--- src/rtl/fetch_pkg.sv ---
// -----------------------------------------------------------------------------
// fetch_pkg
// Shared types for the instruction fetch stage: instruction bus request and
// response records, the fetch FSM state encoding, the output holding-register
// record, the default reset PC and the PC increment helper.
// Optional feature macro used by importers: FETCH_MISALIGN_CHECK_EN.
// -----------------------------------------------------------------------------
package fetch_pkg;

   typedef struct packed {
      logic        valid;
      logic [63:0] addr;
   } ibus_req_t;

   typedef struct packed {
      logic        data_ok;
      logic [31:0] data;
   } ibus_resp_t;

   typedef enum logic [1:0] {
      IDLE = 2'd0,
      REQ  = 2'd1,
      DROP = 2'd2
   } fetch_state_t;

   typedef struct packed {
      logic        valid;
      logic [63:0] pc;
      logic [31:0] raw;
      logic        misalign;
   } fetch_data_t;

   localparam logic [63:0] PC_RESET_DEFAULT = 64'h0000_0000_8000_0000;

   localparam fetch_data_t HOLD_RESET = '{valid: 1'b0, pc: 64'd0, raw: 32'd0, misalign: 1'b0};

   // Sequential PC step; wraps modulo 2^64.
   function automatic logic [63:0] next_pc(input logic [63:0] pc);
      return pc + 64'd4;
   endfunction

endpackage

--- src/rtl/fetch_hold.sv ---
// -----------------------------------------------------------------------------
// fetch_hold
// Single-entry output register between fetch and decode.
// Ports:
//   clk, reset   - clock, synchronous active-high reset
//   capture      - load cap_data (valid forced to 1)
//   cap_data     - record to load
//   dequeue      - decode consumed the entry this cycle
//   flush        - drop the entry (redirect); wins over capture
//   hold         - registered contents
// A capture coinciding with a dequeue overwrites the entry and stays valid.
// -----------------------------------------------------------------------------
module fetch_hold
   import fetch_pkg::*;
(
   input  logic        clk,
   input  logic        reset,
   input  logic        capture,
   input  fetch_data_t cap_data,
   input  logic        dequeue,
   input  logic        flush,
   output fetch_data_t hold
);

   fetch_data_t hold_q;
   fetch_data_t hold_d;

   // Next entry: flush > capture > dequeue > keep.
   always_comb begin
      hold_d = hold_q;
      if (flush) begin
         hold_d.valid = 1'b0;
      end else if (capture) begin
         hold_d       = cap_data;
         hold_d.valid = 1'b1;
      end else if (dequeue) begin
         hold_d.valid = 1'b0;
      end else begin
         hold_d = hold_q;
      end
   end

   // Entry register.
   always_ff @(posedge clk) begin
      if (reset) begin
         hold_q <= HOLD_RESET;
      end else begin
         hold_q <= hold_d;
      end
   end

   assign hold = hold_q;

endmodule

--- src/rtl/fetch_unit.sv ---
// -----------------------------------------------------------------------------
// fetch_unit
// Instruction fetch: owns the PC, issues reads on the instruction bus, and
// hands {pc, raw} to decode through a valid/ready holding register. Handles
// bus wait states, decode back-pressure and redirects; responses made stale
// by a redirect are discarded (DROP state).
// Ports:
//   clk, reset                - clock, synchronous active-high reset
//   ireq / iresp              - instruction bus request / response
//   redirect_valid/_pc        - taken branch/jump target from execute
//   out_valid/out_ready       - handshake to decode
//   out_pc, out_raw           - held instruction
//   out_misalign              - only with FETCH_MISALIGN_CHECK_EN
// Macro FETCH_MISALIGN_CHECK_EN: a misaligned PC produces a flagged empty
// instruction instead of a bus request, then fetch halts until a redirect.
// -----------------------------------------------------------------------------
module fetch_unit
   import fetch_pkg::*;
#(
   parameter logic [63:0] PC_RESET = PC_RESET_DEFAULT
)(
   input  logic        clk,
   input  logic        reset,
   output ibus_req_t   ireq,
   input  ibus_resp_t  iresp,
   input  logic        redirect_valid,
   input  logic [63:0] redirect_pc,
   output logic        out_valid,
   input  logic        out_ready,
   output logic [63:0] out_pc,
   output logic [31:0] out_raw
`ifdef FETCH_MISALIGN_CHECK_EN
   ,
   output logic        out_misalign
`endif
);

   fetch_state_t state_q, state_d;
   logic [63:0]  pc_q, pc_d;
   logic [63:0]  req_addr_q, req_addr_d;
   logic         req_valid_s;
   logic [63:0]  req_addr_s;
   logic         capture_s;
   fetch_data_t  cap_s;
   logic         can_issue_s;
   logic         dequeue_s;
   fetch_data_t  hold_s;
`ifdef FETCH_MISALIGN_CHECK_EN
   logic         halt_q, halt_d;
`else
   logic         unused_misalign;
   assign unused_misalign = hold_s.misalign;
`endif

   assign can_issue_s = !hold_s.valid || out_ready;
   assign dequeue_s   = hold_s.valid && out_ready;

   // Fetch FSM: next state, PC, bus request and capture control.
   always_comb begin
      state_d     = state_q;
      pc_d        = pc_q;
      req_addr_d  = req_addr_q;
      req_valid_s = 1'b0;
      req_addr_s  = pc_q;
      capture_s   = 1'b0;
      cap_s       = '{valid: 1'b1, pc: pc_q, raw: iresp.data, misalign: 1'b0};
`ifdef FETCH_MISALIGN_CHECK_EN
      halt_d      = halt_q;
`endif
      case (state_q)
         IDLE: begin
            if (redirect_valid) begin
               pc_d = redirect_pc;
`ifdef FETCH_MISALIGN_CHECK_EN
               halt_d = 1'b0;
            end else if (halt_q) begin
               pc_d = pc_q;
            end else if ((pc_q[1:0] != 2'b00) && can_issue_s) begin
               // Deliver a flagged empty instruction instead of touching the bus.
               capture_s      = 1'b1;
               cap_s.raw      = 32'h0000_0000;
               cap_s.misalign = 1'b1;
               halt_d         = 1'b1;
`endif
            end else if (can_issue_s) begin
               req_valid_s = 1'b1;
               if (iresp.data_ok) begin
                  capture_s = 1'b1;
                  pc_d      = next_pc(pc_q);
               end else begin
                  req_addr_d = pc_q;
                  state_d    = REQ;
               end
            end else begin
               pc_d = pc_q;
            end
         end
         REQ: begin
            req_valid_s = 1'b1;
            req_addr_s  = req_addr_q;
            if (redirect_valid) begin
               pc_d    = redirect_pc;
               state_d = iresp.data_ok ? IDLE : DROP;
            end else if (iresp.data_ok) begin
               capture_s = 1'b1;
               cap_s.pc  = req_addr_q;
               pc_d      = next_pc(req_addr_q);
               state_d   = IDLE;
            end else begin
               state_d = REQ;
            end
         end
         DROP: begin
            // Keep the abandoned request stable until its response arrives.
            // If that response coincides with another redirect, nothing is
            // left outstanding, so return to IDLE rather than drop again.
            req_valid_s = 1'b1;
            req_addr_s  = req_addr_q;
            if (redirect_valid) begin
               pc_d = redirect_pc;
            end else begin
               pc_d = pc_q;
            end
            if (iresp.data_ok) begin
               state_d = IDLE;
            end else begin
               state_d = DROP;
            end
         end
         default: begin
            state_d = IDLE;
         end
      endcase
   end

   // Bus request; forced to the reset view while reset is asserted.
   always_comb begin
      if (reset) begin
         ireq.valid = 1'b0;
         ireq.addr  = PC_RESET;
      end else begin
         ireq.valid = req_valid_s;
         ireq.addr  = req_addr_s;
      end
   end

   // FSM, PC and request-address registers.
   always_ff @(posedge clk) begin
      if (reset) begin
         state_q    <= IDLE;
         pc_q       <= PC_RESET;
         req_addr_q <= PC_RESET;
`ifdef FETCH_MISALIGN_CHECK_EN
         halt_q     <= 1'b0;
`endif
      end else begin
         state_q    <= state_d;
         pc_q       <= pc_d;
         req_addr_q <= req_addr_d;
`ifdef FETCH_MISALIGN_CHECK_EN
         halt_q     <= halt_d;
`endif
      end
   end

   fetch_hold u_hold (
      .clk      (clk),
      .reset    (reset),
      .capture  (capture_s),
      .cap_data (cap_s),
      .dequeue  (dequeue_s),
      .flush    (redirect_valid),
      .hold     (hold_s)
   );

   assign out_valid = hold_s.valid;
   assign out_pc    = hold_s.pc;
   assign out_raw   = hold_s.raw;
`ifdef FETCH_MISALIGN_CHECK_EN
   assign out_misalign = hold_s.misalign;
`endif

endmodule

--- config.mk ---
export PLATFORM = sky130hd
export DESIGN_NAME = fetch_unit
export DESIGN_NICKNAME = d
export VERILOG_FILES = /design/src/rtl/fetch_pkg.sv /design/src/rtl/fetch_hold.sv /design/src/rtl/fetch_unit.sv
export SDC_FILE = /design/constraint.sdc
export NUM_CORES = 1
export LEC_CHECK = 0
export ABC_AREA = 1
export CAP_MARGIN = 5
export CORE_UTILIZATION = 37
export CTS_BUF_LIST = sky130_fd_sc_hd__clkbuf_8 sky130_fd_sc_hd__clkbuf_16
export CTS_CLUSTER_SIZE = 8
export DETAILED_ROUTE_END_ITERATION = 7
export DONT_BUFFER_PORTS = 1
export PLACE_DENSITY = 0.63
export SLEW_MARGIN = 20
export SYNTH_ARGS = -nofsm -noshare
export SYNTH_HDL_FRONTEND = slang
export SYNTH_SLANG_ARGS = --single-unit
--- constraint.sdc ---
create_clock -name clk -period 6.7 [get_ports clk]
set_input_delay 1.34 -clock clk [delete_from_list [all_inputs] [get_ports clk]]
set_output_delay 1.34 -clock clk [all_outputs]
set_load 0.02 [all_outputs]
== Word level (Yosys, flattened, before mapping) ==
Index checks and enable logic that the tools add are counted.
Word-level totals
  output and inout port bits: 162
  bits of input ports: 101
  logic and storage cells: 58
  register bits after elaboration: 227
Operators by class
  reductions and logical operators: 12
  eq/ne operators: 9
  add/subtract/negate cells: 2
  bitwise logic cells: 1
  mux-type cells: 28
Operators with widths (count)
  two-way mux 64 bit: 9
  case mux 64 bit (3 select lines): 1
  adder 64 x 3 -> 64 bit, second input constant: 2
  two-way mux 98 bit: 1
  two-way mux 65 bit: 1
  two-way mux 2 bit: 5
  inequality test 3 bit, second input constant: 3
  two-way mux 1 bit: 8
  inequality test 2 bit, second input constant: 4
  case mux 2 bit (3 select lines): 1
  AND reduction 3 bit: 2
  AND reduction 5 bit: 1
  case mux 1 bit (2 select lines): 2
  OR reduction 2 bit: 2
  nonzero test 3 bit: 1
  equality test 2 x 1 -> 1 bit, second input constant: 1
  equality test 2 bit, second input constant: 1
  zero test 2 bit: 1
  AND reduction 2 bit: 1
  nonzero test 2 bit: 1
  logical AND 1 bit: 1
  zero test 1 bit: 1
  logical OR 1 bit: 1
  NOT 1 bit: 1

== Logic depth before layout (Yosys ltp) ==
Gate-level depths: netlist of the first run.
  word-level depth: 6
  gate-level depth with buffers: 15
  mapped depth without buffers: 15

== Cells and area by module ==
A second synthesis of the first run with hierarchy kept.
Unflattened totals
  cells, all modules: 2906
  area total of the unflattened synthesis: 16463.3 µm²
Modules (own cells, without submodules)
  fetch_unit: area each 12318.1 µm², times used 1, sequential area each 2602.5 µm², cells each 2274
  fetch_hold: area each 4145.2 µm², times used 1, sequential area each 1961.9 µm², cells each 632

== Least setup slack after synthesis of the first run ==
No wires, ideal clock.
  path type: input to output
  start: input redirect_valid
  end: output ireq[64] (netlist bit)
  stages on the path: 5
  data arrival time: 2.674 ns
  required time: 5.360 ns
  buffers on the path: 2
  setup slack: 2.686 ns
  path through: buf_4 -> nor3_2 -> inv_1 -> clkbuf_1 -> a211oi_1
RTL lines
  start, declared: line fetch_unit.sv:26  | input logic redirect_valid,
  end, declared: line fetch_unit.sv:24  | output ibus_req_t ireq,

==> impl_metrics.csv, run 1 <==
group,metric,value,unit
critical_path,critPathLaunch,"state_q[0]$_SDFFE_PP0P_",
power_and_ir_drop,ir_worst_vdd,131,uV
sta,fmax,215,MHz
placement,numPortBuffers,0,
global_route,grt_pass1_vias,16700,
clocking,clkLatencyLatePin,0.57,ns
routing,drc,0,
global_route,grt_usage,32.4,%
die,start_util,37.6,%
global_route,grt_pass1_wl,107,mm
critical_path,r2r_start,"state_q[1]$_SDFFE_PP0P_",
critical_path,crit_type,"flop to output pin",
finish,area_delta_synth_final,7.40,%
sta,worstMarginPinSlew,1.01,ns
finish,fill_cells,4638,
die,core,0.0420,mm^2
finish,final_nets,2654,
routing,drtPass1Iterations,7,
clocking,htree_levels,2,
synth,synthFlopType,"dfxtp_1",
placement,place_ws,1.82,ns
status,status,"finished clean",
clocking,tritoncts,"yes",
power_and_ir_drop,p_sw,2.01,mW
finish,final_common_cell,"nand2_1",
global_route,antenna_found_initial,3,
critical_path,arrival,3.31,ns
power_and_ir_drop,power_frac_clock,34.0,%
sta,slew_violations,0,
power_and_ir_drop,power.total,4.92,mW
synth,syn_inst,2660,
synth,syn_area,0.0158,mm^2
routing,dr.first_iter.drc_count,2191,
synth,yosysSeqAreaShare,28.8,%
sta,finalCritPeriodShare,69.5,%
finish,fin_area,0.0170,mm^2
clocking,cts_resized,0,
sta,whs,0.522,ns
synth,avgSynthCellArea,5.93,um^2
critical_path,worstSetupStartpointType,"flop",
routing,ant_nets,0,
placement,dpl_cell_area,0.0159,mm^2
synth,ys_types,42,
sta,finalSetupTns,0,ns
clocking,cts.sinks,227,
synth,synth_seq_cells,227,
finish,drive_gt1_share,5.44,%
die,ios,263,
critical_path,worstPathMaxFanout,85,
sta,relSlewSlack,32.0,%
job,drv_cap,0,
die,die_area,0.0435,mm^2
synth,syn-num-nets,2767,
die,core.rowCount,75,
die,die_w,209,um
power_and_ir_drop,comb_power_share,27.5,%
power_and_ir_drop,pwr-share-seq,38.5,%
placement,place.gp.congestion,1.00,
finish,mostFrequentLayoutCells,"705 x nand2_1, 355 x o21ai_0, 315 x a21oi_1",
power_and_ir_drop,p_per_area,290,mW/mm^2
routing,wire_per_inst,23.4,um
global_route,grt_max_degree,121,
power_and_ir_drop,swShare,41.0,%
routing,routed_via_density,5.95,
critical_path,cp.required,5.36,ns
sta,hold_viol,0,
power_and_ir_drop,power.leakage,5.90,nW
synth,synth.yosys.warnings,0,
sta,rsz0062_at_grt,"no",
sta,setup_violations,0,
synth,synth-edff-count,0,
routing,num_vias,18400,
routing,routed_wl,72.6,mm
sta,fin_worst_skew,0.0317,ns
sta,fin_ws,2.05,ns
sta,finalCriticalPeriod,4.65,ns
clocking,cts.reportedPaths.clkPinSlew,0.05,ns
power_and_ir_drop,internal-power,2.90,mW
global_route,grt_overflow,0,
clocking,cts.path.max_buffers,3,
placement,dp_hpwl,52.3,mm
critical_path,cp-end-kind,"output pin",
clocking,cts_buffers,35,
die,fp.dieH,209,um
min_path,hold_start,"req_addr_q[63]$_SDFFE_PP0P_",
synth,synthArstFlopShare,0,%
min_path,hold_class,"flop to flop",
clocking,root_buffer,"clkbuf_16",
clocking,post_cts_buffers,0,
clocking,hold_buffers,0,
[metal layers]
layer | global-route usage [%] | vias to the layer above | part of all wire, %
li1 | - | 8654 | -
met1 | 42.7 | 8574 | 42
met2 | 50.3 | 1045 | 44
met3 | 7.29 | 167 | 10
met4 | 14.7 | 0 | 4.5
met5 | 0 | - | 0
[power groups by stage]
| stage | registers, mW | clock network [mW] | logic [mW] |
|---|---|---|---|
| global placement | 1.91 | 0 | 1.30 |
| global route | 1.91 | 1.75 | 1.50 |
| finish | 1.89 | 1.67 | 1.35 |
| floorplan | 1.78 | 0 | 1.06 |
| detailed placement | 1.91 | 0 | 1.33 |
| CTS | 1.88 | 1.70 | 1.33 |
[logic make-up (layout without fill, tap and decap cells)]
kind of cell / Yosys count / in the layout / synth area share [%]
AND/OR/NAND/NOR: 1224 / 1224 / 33.1
AO/OA/AOI/OAI: 793 / 793 / 26.6
buffers and inverters: 389 / 284 / 9.84
flip-flops: 227 / 227 / 28.8
XOR/XNOR: 21 / 21 / 1.17
adder cells (fa/ha/maj): 6 / 6 / 0.476
other: 0 / 4 / 0
[path summary, 6_finish.rpt]
path | to | depth (start not counted) | slack [ns]
worst min-delay path | req_addr_q[63]$_SDFFE_PP0P_ | 2 | 0.52
worst max register to register | pc_q[34]$_SDFFE_PP0P_ | 9 | 2.92
worst min register to register | req_addr_q[63]$_SDFFE_PP0P_ | 2 | 0.52
worst max-delay path | ireq[54] | 5 | 2.05
[flip-flops by register name (all words and copies together) (netlist names)]
name	count
req_addr_q	64
pc_q	64
u_hold.hold	97
state_q	2
[critical path, cell delays in order (launching register included)]
cell and delay, ns:
dfxtp_1 0.43, inv_1 0.13, ha_4 0.90, buf_4 0.62, o21ai_0 0.15, a21oi_1 0.49
[layout make-up]
type | instances | area [um^2] | area share [%]
flip-flops and latches | 227 | 4540 | 26.8
multi-input cells | 2044 | 9720 | 57.3
diodes | 4 | 10.0 | 0.0590
clock buffers | 36 | 890 | 5.25
well taps | 539 | 674 | 3.98
clock inverters | 9 | 103 | 0.605
inverters | 220 | 841 | 4.96
repair buffers | 19 | 175 | 1.03
[synthesized netlist by cell type (4+ instances only)]
master	n	area share (%)
clkbuf_2	4	0.13
buf_2	25	0.79
nand4_1	32	1.3
inv_1	207	4.9
nand2_1	705	17
nor2_2	13	0.52
o21ai_0	355	11
nor2_1	224	5.3
buf_4	7	0.33
ha_1	6	0.48
clkbuf_1	119	2.8
nor3_1	37	1.2
nand2_2	12	0.48
a21oi_1	315	10
o21ai_1	14	0.44
buf_1	11	0.26
o211ai_1	21	1.0
nor2_4	11	0.78
a221oi_2	6	0.57
a211oi_1	9	0.43
inv_2	11	0.26
a31oi_1	68	2.7
nand3_1	169	5.4
xor2_1	21	1.2
dfxtp_1	227	29
[stage by stage]
step,instances,util (%)
2_1_floorplan,2660,-
3_3_place_gp,3047,37.8
3_5_place_dp,3047,37.8
4_1_cts,3092,40.2
5_1_grt,3095,40.3
6_report,3098,40.3
(Power assumes the default switching activity.)
==> run 2, diff against run 1 <==
--- a/config.mk
+++ b/config.mk
@@ -12,7 +12,7 @@
 export CTS_CLUSTER_SIZE = 8
 export DETAILED_ROUTE_END_ITERATION = 7
 export DONT_BUFFER_PORTS = 1
-export PLACE_DENSITY = 0.63
+export PLACE_DENSITY = 0.65
 export SLEW_MARGIN = 20
 export SYNTH_ARGS = -nofsm -noshare
 export SYNTH_HDL_FRONTEND = slang
==> constraint.sdc (replaced) <==
create_clock -name clk -period 4.1 [get_ports clk]
set_input_delay 0.82 -clock clk [delete_from_list [all_inputs] [get_ports clk]]
set_output_delay 0.82 -clock clk [all_outputs]
set_load 0.02 [all_outputs]
==> run 2 against run 1 <==
Against the previous run: worst setup slack worse by 1.6 ns; largest power group unchanged; worst hold slack worse by 0.18 ns; combinational power is 67% higher; register-to-register slack worse by 1.7 ns; critical path type unchanged; die area stayed put; clock power is 57% higher; first-iteration DRC count is 0.91% higher.
==> impl_metrics.csv, run 2 (synthesis gave the netlist of run 1 again) <==
group,metric,value,unit
status,status,"finished clean",
sta,fin_worst_skew,0.0266,ns
sta,worstMarginPinSlew,0.964,ns
routing,routed_via_density,5.98,
sta,slew_violations,0,
finish,final_nets,2674,
global_route,antenna_found_initial,1,
routing,dr.first_iter.drc_count,2211,
placement,dp_hpwl,53.2,mm
die,fp.dieH,209,um
sta,finalCritPeriodShare,90.1,%
routing,routed_wl,71.8,mm
finish,mostFrequentLayoutCells,"705 x nand2_1, 355 x o21ai_0, 315 x a21oi_1",
min_path,hold_class,"primary input to flop",
clocking,cts.path.max_buffers,3,
finish,drive_gt1_share,6.03,%
sta,finalCriticalPeriod,3.70,ns
power_and_ir_drop,internal-power,4.70,mW
clocking,hold_buffers,0,
power_and_ir_drop,power.leakage,5.97,nW
power_and_ir_drop,power_frac_clock,32.9,%
finish,area_delta_synth_final,7.97,%
clocking,htree_levels,2,
die,die_w,209,um
power_and_ir_drop,p_per_area,467,mW/mm^2
routing,ant_nets,0,
global_route,grt_pass1_wl,107,mm
clocking,root_buffer,"clkbuf_16",
finish,largest_register_ffs,97,
sta,rsz0062_at_grt,"no",
critical_path,worstPathMaxFanout,66,
clocking,cts.sinks,227,
die,core,0.0420,mm^2
placement,numPortBuffers,0,
clocking,tritoncts,"yes",
power_and_ir_drop,ir_worst_vdd,272,uV
power_and_ir_drop,comb_power_share,28.3,%
placement,place.gp.congestion,1.03,
sta,hold_viol,0,
routing,drtPass1Iterations,8,
die,die_area,0.0435,mm^2
clocking,post_cts_buffers,0,
sta,relSlewSlack,35.1,%
sta,fmax,271,MHz
routing,drc,0,
sta,setup_violations,0,
clocking,cts.reportedPaths.clkPinSlew,0.05,ns
clocking,clkLatencyLatePin,0.57,ns
critical_path,crit_type,"flop to output pin",
global_route,grt_max_degree,121,
power_and_ir_drop,pwr-share-seq,38.8,%
critical_path,arrival,2.88,ns
routing,num_vias,18600,
power_and_ir_drop,p_sw,3.26,mW
die,ios,263,
finish,final_common_cell,"nand2_1",
clocking,cts_resized,0,
job,drv_cap,0,
sta,finalSetupTns,0,ns
critical_path,cp-end-kind,"output pin",
clocking,cts_buffers,34,
sta,whs,0.343,ns
global_route,grt_pass1_vias,17000,
die,start_util,37.6,%
critical_path,cp.required,3.28,ns
power_and_ir_drop,swShare,41.0,%
routing,wire_per_inst,23.1,um
die,core.rowCount,75,
critical_path,worstSetupStartpointType,"flop",
global_route,grt_overflow,0,
global_route,grt_usage,32.1,%
## run 2: cell types whose count changed in the layout (fill, tap and decap cells not counted), moves of 2 or more
| cell | change |
|---|---|
| buf_12 | +2 |
| inv_1 | -2 |
| inv_2 | -2 |
| buf_4 | +20 |
| diode_2 | -3 |
## run 2: final timing paths
kind | from | endpoint | slack (ns) | cells past startpoint
setup / recovery | state_q[0]$_SDFFE_PP0P_ | ireq[13] | 0.40 | 5
hold / removal | reset | pc_q[6]$_SDFFE_PP0P_ | 0.34 | 1
setup reg to reg | state_q[0]$_SDFFE_PP0P_ | pc_q[17]$_SDFFE_PP0P_ | 1.22 | 8
hold reg to reg | req_addr_q[0]$_SDFFE_PP0P_ | req_addr_q[0]$_SDFFE_PP0P_ | 0.51 | 2
## run 2: area by class of cell
type | count | area [um^2]
fillers | 4595 | 25000
multi-input cells | 2044 | 9710
flip-flops and latches | 227 | 4540
clock buffers | 36 | 878
inverters | 220 | 838
well taps | 539 | 674
repair buffers | 40 | 338
clock inverters | 4 | 60.1
diodes | 1 | 2.50
## run 2: through the flow
step	util, %	setup slack [ns]	cells	power [mW]	instance area, um^2
after floorplan	-	1.13	2660	4.64	15800
after global placement	38.3	1.05	3070	5.28	16100
after detailed placement	38.3	1.00	3070	5.32	16100
after CTS	40.5	0.406	3110	7.96	17000
after global routing	40.5	0.233	3111	8.37	17000
final	40.5	0.404	3111	7.96	17000
## run 2: routing by layer
layer	track usage (%)	vias up	part of all wire, %	wire length (um)
met3	7.17	168	11	7590
li1	-	8718	-	-
met5	0	-	0	0
met1	42.3	8617	41	29600
met4	13.6	0	4.3	3100
met2	50.2	1115	44	31500
## run 2: worst max-delay path: stages, from the launching register on
cell and delay [ns]:
dfxtp_1 0.42, inv_1 0.13, ha_4 0.85, buf_4 0.36, o21ai_0 0.10, a21oi_1 0.42
## run 2: power groups by stage
stage / combinational [mW] / sequential (mW) / clock [mW]
finish: 2.25 / 3.09 / 2.62
global route: 2.48 / 3.13 / 2.76
CTS: 2.22 / 3.07 / 2.67
detailed placement: 2.21 / 3.11 / 0
global placement: 2.16 / 3.12 / 0
floorplan: 1.73 / 2.91 / 0
